==> src/rtl/outbox.sv <==
// rtl/outbox.sv - output FIFO draining CPU OUTBOX words to a valid/ready consumer
//
// Purpose: buffers words pushed by the control unit and presents them in order
// on a valid/ready stream. Reports registered full/empty, occupancy, and a
// sticky overflow flag when the CPU writes into a full queue.
//
// Ports:
//   clk, rst       system clock; synchronous active-high reset
//   wO, DIN        write strobe and word from the control unit
//   full, empty    registered status, consistent with count
//   o_valid,
//   o_data,
//   o_ready        head-of-queue stream towards the consumer
//   count          occupancy 0..DEPTH
//   overflow       sticky, set by a write attempt while full
module outbox #(
   parameter int DATA_WIDTH = 8,
   parameter int DEPTH      = 32,
   localparam int AW        = $clog2(DEPTH)
) (
   input  logic                  clk,
   input  logic                  rst,
   input  logic                  wO,
   input  logic [DATA_WIDTH-1:0] DIN,
   output logic                  full,
   output logic                  o_valid,
   output logic [DATA_WIDTH-1:0] o_data,
   input  logic                  o_ready,
   output logic                  empty,
   output logic [AW:0]           count,
   output logic                  overflow
);

   localparam logic [AW-1:0] PTR_ONE  = AW'(1);
   localparam logic [AW:0]   CNT_ONE  = (AW+1)'(1);
   localparam logic [AW:0]   CNT_FULL = (AW+1)'(DEPTH);

   logic [DATA_WIDTH-1:0] mem_q [DEPTH];
   logic [AW-1:0]         wp_q, wp_d;
   logic [AW-1:0]         rp_q, rp_d;
   logic [AW:0]           cnt_q, cnt_d;
   logic                  full_q, full_d;
   logic                  empty_q, empty_d;
   logic                  overflow_q, overflow_d;
   logic                  push, pop;

   always_comb begin
      push       = wO & ~full_q;
      // A pop in the same cycle does not free a slot for a write while full.
      pop        = ~empty_q & o_ready;
      wp_d       = wp_q;
      rp_d       = rp_q;
      cnt_d      = cnt_q;
      overflow_d = overflow_q | (wO & full_q);

      if (push) begin
         wp_d = wp_q + PTR_ONE;
      end
      if (pop) begin
         rp_d = rp_q + PTR_ONE;
      end
      if (push && !pop) begin
         cnt_d = cnt_q + CNT_ONE;
      end else if (pop && !push) begin
         cnt_d = cnt_q - CNT_ONE;
      end

      // Status flags come from the next count so they line up with count.
      full_d  = (cnt_d == CNT_FULL);
      empty_d = (cnt_d == '0);
   end

   always_ff @(posedge clk) begin
      if (rst) begin
         wp_q       <= '0;
         rp_q       <= '0;
         cnt_q      <= '0;
         full_q     <= 1'b0;
         empty_q    <= 1'b1;
         overflow_q <= 1'b0;
      end else begin
         wp_q       <= wp_d;
         rp_q       <= rp_d;
         cnt_q      <= cnt_d;
         full_q     <= full_d;
         empty_q    <= empty_d;
         overflow_q <= overflow_d;
      end
   end

   // Storage is not reset; buffered words are discarded via the pointers.
   always_ff @(posedge clk) begin
      if (!rst && push) begin
         mem_q[wp_q] <= DIN;
      end
   end

   assign o_data   = mem_q[rp_q];
   assign o_valid  = ~empty_q;
   assign empty    = empty_q;
   assign full     = full_q;
   assign count    = cnt_q;
   assign overflow = overflow_q;

endmodule

==> config.mk <==
export PLATFORM = sky130hd
export DESIGN_NAME = outbox
export DESIGN_NICKNAME = d
export VERILOG_FILES = /design/src/rtl/outbox.sv
export SDC_FILE = /design/constraint.sdc
export NUM_CORES = 1
export LEC_CHECK = 0
export ABC_AREA = 1
export BUFFER_PORTS_ARGS = -buffer_cell sky130_fd_sc_hd__buf_2
export CAP_MARGIN = 15
export CORE_AREA = 3 3 225 139
export CTS_BUF_LIST = sky130_fd_sc_hd__clkbuf_8
export DETAILED_ROUTE_END_ITERATION = 8
export DIE_AREA = 0 0 228 142
export PLACE_DENSITY = 0.63
export SYNTH_ARGS = -nofsm -noshare
export SYNTH_HDL_FRONTEND = slang
export SYNTH_SLANG_ARGS = --single-unit
==> constraint.sdc <==
create_clock -name clk -period 2.4 [get_ports clk]
set_input_delay 0.24 -clock clk [delete_from_list [all_inputs] [get_ports clk]]
set_output_delay 0.24 -clock clk [all_outputs]
set_load 0.005 [all_outputs]
==> impl_metrics.toml, run 1 <==
[clock_tree]
htree_levels = 2
cts_root_buf = "clkbuf_8"
clk_pin_slew_ns = 0.07
clock_path_buffers = 3
tritoncts = "built"
numCtsBuffers = 42
clk_latency_ns = 0.56
clock-sinks = 280

[sta]
maxSlewViolCount = 0
setup_viol = 4
relSlewSlack = 0.436
whs_ns = 0.0594
min_period_over_period = 1.01
tns_ns = -0.0683
grt_setup_unrepaired = "yes"
setup_ws_ns = -0.0266
worst_pin_slew_ns = 0.842
fin_crit_ns = 2.43
clock_skew_ns = 0.0189
clock.fmax_mhz = 412
hold_viol = 0

[outcome]
outcome = "finished with violations"
violations = "setup timing"

[setup_path]
worst_ep_arrival_time_ns = 2.19
start_kind = "flip-flop"
r2r_start = "full$_SDFF_PP0_"
crit_chain = "buf_8 > inv_12 > buf_6 > nand2_1 > nand3_1 > nand3_1 > a21oi_2 > o21ai_1 > nand2_1 > buf_2"
reg2reg_depth = 3
endpoint_kind = "output port"
worst_path_max_delay_cell = "dfxtp_4"
path_class = "flip-flop to output port"
timing.rr.end = "mem_q[23][3]$_DFFE_PP_"
rrSetupSlack_ns = 0.36
critPathMaxFanout = 8
required_ns = 2.16
cp_slowest_stage_delay_ns = 0.37

[placed_design]
hpwl_um = 18500
port_buffers = 29
gp_congestion = 0.835
dp_cells = 1481
dp_slack_ns = 0.345

[flow_run]
max_cap_viol_count = 0

[min_path]
hold-path-cell-count = 3
hp-class = "input pin to flip-flop"
hold_start = "rst"
min_to = "count[2]$_SDFF_PP0_"

[detailed_routing]
drtIter0Drc = 1127
vias = 8400
drcViolationCount = 0
vias_per_cell = 5.28
routed_wl_um = 33400
first_pass_iters = 5
ant_nets = 0
wire_per_inst_um = 21.0

[floorplanning]
die_h_um = 142
die_x_um = 228
dieArea_mm2 = 0.0324
rows = 49
io_pins = 30
coreArea_mm2 = 0.0296
start_util = 0.393

[global_routing]
grt_usage = 0.197
grt.busiest_layer = "met1"
grt_pass1_wl_um = 48600
grtUsageMet2 = 0.281
gr-usage-met3 = 0.0532
met1_usage = 0.300
antenna_found_initial = 0
gr-total-overflow = 0
grt_max_degree = 65
grt_pass1_vias = 7769

[logic_synthesis]
yosysMostFrequentCell = "nand2_1"
postSynthAreaPerCell_um2 = 11.1
ys.flop_type = "edfxtp_1"
seq_area_frac_synth = 0.703
yosys-top-cells-area = "edfxtp_1, nand2_1, nand3_1"
synth-seq-cells = 280
ys_async_sr_fraction = 0
yosys.area.top_type_share = 0.661
synth_edf_count = 256
yosysTopAreaCell = "edfxtp_1"
synthCells = 1045
syn_nets = 1064
synth_cell_type_count = 29
yosys-top-cells-count = "nand2_1, edfxtp_1, nand3_1"
synth_warnings = 0
synth_area_mm2 = 0.0116

[finish]
final_net_count = 1169
area_growth_pct = 23.8
diodes = 0
stdcell_count = 1590
fillers = 2673
drive_gt1_frac = 0.244

[power]
p_leak_nw = 5.41
p_total_mw = 10.9
ir_drop_mv = 0.419
power_density_mw_per_mm2 = 760
## critical path: cells and delay by family, from the launching register on
family                 cells  cell delay [ns]
AO/OA/AOI/OAI              2             0.38
flip-flops                 1             0.37
buffers and inverters      4             0.49
AND/OR/NAND/NOR            4             0.37
## cells by family (layout without fill, tap and decap cells)
| group | after synthesis | in the layout | share of synthesized area |
|---|---|---|---|
| buffers and inverters | 82 | 219 | 0.0340 |
| DFF | 280 | 280 | 0.703 |
| xor gates and xnor gates | 1 | 1 | 0.000754 |
| AOI/OAI and AO/OA | 40 | 40 | 0.0174 |
| adders and majority gates | 7 | 7 | 0.00753 |
| and+or+nand+nor | 635 | 635 | 0.238 |
## final cells by class
cell class | count | area [um^2] | share of cell area
clock buffer | 46 | 633 | 0.0440
clock inverter | 30 | 120 | 0.00834
inverter | 29 | 124 | 0.00860
multi-input combinational | 683 | 3500 | 0.243
sequential | 280 | 8170 | 0.568
tap | 408 | 510 | 0.0355
timing repair buffer | 111 | 1300 | 0.0904
timing repair inverter | 3 | 31.3 | 0.00217
## how the worst max path moves through the flow
stage,to,start,slack [ns],cells after the start
floorplan,mem_q[4][0]$_DFFE_PP_,full$_SDFF_PP0_,0.78,5
global placement,o_data[1],flip-flop,0.42,10
detailed placement,mem_q[23][5]$_DFFE_PP_,wO,0.34,5
CTS,o_data[2],flip-flop,-0.02,9
global route,o_data[5],flip-flop,-0.16,13
finish,o_data[5],flip-flop,-0.03,10
## power by group
| group | switching, mW | leakage, nW | internal, mW |
|---|---|---|---|
| Sequential | 0.0596 | 2.50 | 5.37 |
| Clock | 1.86 | 0.447 | 1.76 |
| Combinational | 1.14 | 2.46 | 0.747 |
| Total | 3.06 | 5.41 | 7.88 |
## flip-flops by register name (all words and copies together) (netlist names), named ones only
signal,cells
wp_q,5
overflow,1
rp_q,5
full,1
empty,1
mem_q,256
count,6
## layout by cell type (no fill, tap or decap), types with 12 or more instances in the layout
cell type,instances
dfxtp_1,22
nand3_1,162
nand2_2,38
a21oi_2,12
edfxtp_1,256
buf_2,29
nand2_1,315
buf_16,12
buf_4,43
inv_1,39
nor2_1,50
clkbuf_8,46
nand3_2,48
## metrics by stage
stage	utilization	area, um^2
after floorplan	-	11600
after global placement	0.422	12500
after detailed placement	0.422	12500
after CTS	0.469	13800
after global routing	0.487	14400
final	0.487	14400
## metal layers
layer,up-vias,share of wire,wire length [um]
met1,4066,0.45,15200
met2,426,0.42,13900
li1,3853,-,-
met4,0,0.016,526
met5,-,0,0
met3,55,0.11,3730
## repair_timing
action,CTS,global route
setup endpoints to repair,8,8
cloned,10,10
gates resized for setup,66,84
pin swaps,15,64
setup buffers,10,6
hold buffers,1,0
hold endpoints to repair,1,0
Power figures use the tool's default switching activity.
==> run 2, diff against run 1 <==
HOLD_SLACK_MARGIN = 0.06   (was default)
==> run 2 against run 1 <==
The run still ends with setup timing left. Clock-buffer cell count did not move. Global-route usage barely moved. Final cell count up 0.13%.
==> impl_metrics.toml, run 2 (synthesized netlist as in run 1, its figures left out) <==
[setup_path]
worst_path_max_delay_cell = "dfxtp_4"
reg2reg_depth = 3
path_class = "flip-flop to output port"
timing.rr.end = "mem_q[23][3]$_DFFE_PP_"
endpoint_kind = "output port"
crit_path_end = "o_data[5]"
critPathMaxFanout = 7
worst_ep_arrival_time_ns = 2.20
rrSetupSlack_ns = 0.37
crit_cells = 13
cp_slowest_stage_delay_ns = 0.37
cp_common_cell = "nand2_1"
required_ns = 2.16
start_kind = "flip-flop"
crit_chain = "buf_8 > inv_12 > buf_12 > buf_16 > nand2_1 > nand3_1 > nand3_2 > nand2_2 > nand2_1 > nand2_1 > nand2_1 > nand2_1 > buf_2"
r2r_start = "full$_SDFF_PP0_"
cp_top_family = "buffers and inverters"
crit_buf_inv = 5

[floorplanning]
io_pins = 30
die_h_um = 142
coreArea_mm2 = 0.0296
rows = 49
start_util = 0.393
die_x_um = 228
dieArea_mm2 = 0.0324

[finish]
final_net_count = 1171
diodes = 0
final-seq-area_mm2 = 0.00817
largest_reg_flops = 256
final_common_cell = "nand2_1"
area_growth_pct = 24.0
final_area_mm2 = 0.0144
largest_register = "mem_q"
stdcell_count = 1592
fillers = 2672
final_cell_mix = "nand2_1, edfxtp_1, nand3_1"
drive_gt1_frac = 0.243
multi_input_area_mm2 = 0.00350

[placed_design]
hpwl_um = 18500
port_buffers = 29
dp_cells = 1481
dpl_cell_area_mm2 = 0.0125
gp_congestion = 0.835

[global_routing]
antenna_found_initial = 0
grt_max_degree = 65
grt_pass1_wl_um = 48700
gr-total-overflow = 0
grt_usage = 0.197
grt_pass1_vias = 7783

[detailed_routing]
vias = 8388
wire_per_inst_um = 20.9
vias_per_cell = 5.27
drtIter0Drc = 1111
ant_nets = 0
drcViolationCount = 0
first_pass_iters = 5
routed_wl_um = 33300

[sta]
fin_crit_ns = 2.44
setup_ws_ns = -0.0416
setup_viol = 5
maxSlewViolCount = 0
tns_ns = -0.103
hold_viol = 0
grt_setup_unrepaired = "yes"
min_period_over_period = 1.02
clock_skew_ns = 0.0223
worst_pin_slew_ns = 0.839
whs_ns = 0.128
clock.fmax_mhz = 410
relSlewSlack = 0.439

[outcome]
outcome = "finished with violations"
violations = "setup timing"

[flow_run]
max_cap_viol_count = 0

[clock_tree]
clock-sinks = 280
tritoncts = "built"
clock_path_buffers = 3
cts_root_buf = "clkbuf_8"
clk_latency_ns = 0.57
clk_pin_slew_ns = 0.07
htree_levels = 2
numCtsBuffers = 42

[power]
ir_drop_mv = 0.420
p_leak_nw = 5.42
power_density_mw_per_mm2 = 759

[min_path]
hold_start = "o_ready"
hp-class = "input pin to flip-flop"
==> run 2: cell types whose count changed in the layout (fill, tap and decap cells not counted) <==
cell / change
dlygate4sd3_1: +2
==> run 2: how the worst min path moves through the flow <==
stage                     slack, ns  cells past startpoint               endpoint
after detailed placement       0.47                      2    overflow$_SDFF_PP0_
after global routing           0.13                      5   rp_q[2]$_SDFFE_PP0N_
after global placement         0.46                      2    overflow$_SDFF_PP0_
final                          0.13                      5   rp_q[2]$_SDFFE_PP0N_
after floorplan                0.34                      0  mem_q[0][0]$_DFFE_PP_
after CTS                      0.10                      5   rp_q[2]$_SDFFE_PP0N_
==> run 2: timing repair <==
| action | 4_1_cts | 5_1_grt |
|---|---|---|
| gates resized for setup | 66 | 84 |
| gates cloned | 10 | 10 |
| hold buffers | 3 | 0 |
| setup endpoints to repair | 8 | 8 |
| endpoints found under the hold margin | 10 | 0 |
| buffers inserted | 10 | 6 |
| pin swaps | 15 | 64 |
==> run 2: layout make-up <==
class	count	area share
clock buffer	46	0.0439
clock inverter	30	0.00833
inverter	29	0.00859
multi-input combinational	683	0.243
sequential	280	0.567
tap	408	0.0354
timing repair buffer	113	0.0917
timing repair inverter	3	0.00217
==> run 2: metrics by stage <==
step | utilization | worst slack, ns | total power, mW
final | 0.488 | -0.0416 | 10.9
after floorplan | - | 0.781 | 6.35
after detailed placement | 0.422 | 0.345 | 6.83
after global routing | 0.488 | -0.155 | 11.4
after CTS | 0.469 | -0.0194 | 10.7
after global placement | 0.422 | 0.418 | 6.81
==> run 2: per-layer routing <==
metal / routed length [um] / global-route usage / vias to the layer above
met5: 0 / 0 / -
met4: 536 / 0.0448 / 0
met3: 3740 / 0.0532 / 53
met2: 14000 / 0.282 / 425
met1: 15000 / 0.301 / 4051
li1: - / - / 3859
==> run 2: where the power goes <==
group	switching (mW)	internal (mW)
logic	1.14	0.749
clock network	1.87	1.76
registers	0.0600	5.37
==> run 2: tightest hold or removal path, stage by stage <==
cell and delay (ns):
buf_2 0.12, inv_2 0.09, nor2_8 0.06, nand2_1 0.06, a21oi_1 0.07
==> run 3, diff against run 2 <==
ABC_AREA = default   (was 1)
CORE_AREA = 3 3 221 136   (was 3 3 225 139)
DIE_AREA = 0 0 224 139   (was 0 0 228 142)
PLACE_DENSITY = 0.64   (was 0.63)
==> run 3 against run 2 <==
The run still ends with setup timing left. Synthesized cell count shrank 34%. Setup slack lost 0.036 ns. Non-clock buffer count shrank 19. Clock skew shrank 0.0020 ns. Maximum frequency shrank 1.5%. Clock-buffer cell count shrank 3. Via count shrank 25%. First-iteration DRC count shrank 41%. Area after synthesis shrank 3.1%. Critical path depth shrank 7. Worst hold slack gained 0.12 ns. Sequential power grew 0.9%. Critical path type unchanged. Largest cell class unchanged. Highest routed layer unchanged.
==> impl_metrics.toml, run 3 <==
[detailed_routing]
first_pass_iters = 5
drtIter0Drc = 650
drcViolationCount = 0
routed_wl_um = 26700
vias = 6297
ant_nets = 0
vias_per_cell = 5.28
wire_per_inst_um = 22.4

[finish]
area_growth_pct = 16.5
stdcell_count = 1192
drive_gt1_frac = 0.236
largest_register = "mem_q"
final_net_count = 807
final_cell_mix = "edfxtp_1, mux2i_1, buf_4"
diodes = 0
largest_reg_flops = 256
final_common_cell = "edfxtp_1"

[logic_synthesis]
synth-seq-cells = 280
synth_cell_type_count = 45
yosysTopAreaCell = "edfxtp_1"
yosys-top-cells-count = "edfxtp_1, mux2i_1, nor2_1"
ys.flop_type = "edfxtp_1"
yosys.area.top_type_share = 0.683
synth_edf_count = 256
seq_area_frac_synth = 0.725
synthCells = 690
synth_area_mm2 = 0.0113
yosys-top-cells-area = "edfxtp_1, mux2i_1, dfxtp_1"
postSynthAreaPerCell_um2 = 16.3
syn_nets = 709
synth_warnings = 0
yosysMostFrequentCell = "edfxtp_1"
ys_async_sr_fraction = 0

[floorplanning]
die_x_um = 224
start_util = 0.396
die_h_um = 139
io_pins = 30
rows = 48
dieArea_mm2 = 0.0311
coreArea_mm2 = 0.0284

[flow_run]
max_cap_viol_count = 0

[clock_tree]
numCtsBuffers = 42
clk_latency_ns = 0.55
clock-sinks = 280
htree_levels = 2
clock_path_buffers = 3
tritoncts = "built"
clk_pin_slew_ns = 0.07
cts_root_buf = "clkbuf_8"

[global_routing]
grt_max_degree = 44
grt_pass1_vias = 6261
grt_usage = 0.169
grt_pass1_wl_um = 39300
antenna_found_initial = 0
gr-total-overflow = 0

[power]
ir_drop_mv = 0.396
power_density_mw_per_mm2 = 786
p_leak_nw = 4.24
p_total_mw = 10.3

[sta]
relSlewSlack = 0.530
grt_setup_unrepaired = "yes"
setup_ws_ns = -0.0780
hold_viol = 0
fin_crit_ns = 2.48
worst_pin_slew_ns = 0.704
clock.fmax_mhz = 404
clock_skew_ns = 0.0203
setup_viol = 8
min_period_over_period = 1.03
maxSlewViolCount = 0

[setup_path]
critPathMaxFanout = 5
start_kind = "flip-flop"
cp_top_family = "multiplexers"
path_class = "flip-flop to output port"
worst_ep_arrival_time_ns = 2.24
crit_buf_inv = 2
endpoint_kind = "output port"
worst_path_max_delay_cell = "mux4_2"
crit_chain = "buf_12 > mux4_2 > mux2_4 > nand2_1 > nand4_1 > buf_2"
cp_slowest_stage_delay_ns = 0.50
required_ns = 2.16

[placed_design]
dp_slack_ns = 0.438
port_buffers = 29
hpwl_um = 16300
gp_congestion = 0.819
dp_cells = 1112

[outcome]
outcome = "finished with violations"
violations = "setup timing"

[min_path]
hp-class = "input pin to flip-flop"
==> run 3: cell types whose count changed after synthesis, sizes merged, moves of 17 or more <==
cell / before / now
nand2: 360 / 37
nand3: 211 / 27
a22oi: 0 / 32
mux2i: 0 / 96
inv: 28 / 9
buf: 43 / 26
==> run 3: report_power, final <==
group	internal, mW	total, mW	switching, mW
Clock	1.78	3.58	1.80
Sequential	5.39	5.48	0.0881
Combinational	0.553	1.25	0.696
==> run 3: final timing paths <==
kind,end,startpoint,slack [ns],depth (start not counted)
max,o_data[2],flip-flop,-0.08,6
min,mem_q[13][5]$_DFFE_PP_,DIN[5],0.25,1
max reg2reg,mem_q[29][5]$_DFFE_PP_,full$_SDFF_PP0_,0.39,5
min reg2reg,overflow$_SDFF_PP0_,overflow$_SDFF_PP0_,0.47,2
==> run 3: layer usage <==
| layer | GRT usage | up-vias | share of wire |
|---|---|---|---|
| li1 | - | 2864 | - |
| met1 | 0.269 | 3178 | 0.50 |
| met2 | 0.234 | 213 | 0.41 |
| met3 | 0.0362 | 42 | 0.073 |
| met4 | 0.0434 | 0 | 0.016 |
| met5 | 0 | - | 0 |
==> run 3: final cells by class <==
type / instances / area [um^2]
Clock buffer: 43 / 592
Clock inverter: 30 / 156
Fill cell: 2423 / 15300
Inverter: 9 / 33.8
Multi-Input combinational cell: 361 / 2890
Sequential cell: 280 / 8180
Tap cell: 375 / 469
Timing Repair Buffer: 94 / 805
==> run 3: timing repair <==
item | in CTS | in global routing
resized for setup | 7 | 11
setup endpoints to repair | 8 | 8
hold buffers | 2 | 0
pin swaps | 0 | 3
setup buffers | 0 | 1
endpoints found under the hold margin | 2 | 0
gates cloned | 1 | 3
==> run 3: stage by stage <==
stage	hold slack, ns	TNS (ns)	utilization	instance area [um^2]
after CTS	0.212	-0.771	0.457	13000
after detailed placement	0.464	0	0.428	12200
after global routing	0.232	-1.18	0.462	13100
final	0.246	-0.510	0.462	13100
after global placement	0.447	0	0.428	12200
after floorplan	0.339	0	-	11300
==> run 3: logic make-up (layout without fill, tap and decap cells) <==
family                     after synthesis  after routing  share of synthesized area
AOI/OAI and AO/OA                       62             62                     0.0394
xor gates and xnor gates                11             11                    0.00856
adders and majority gates                7              7                    0.00778
buffers and inverters                   49            176                     0.0221
DFF                                    280            280                      0.725
muxes                                  120            120                      0.125
and+or+nand+nor                        161            161                     0.0714
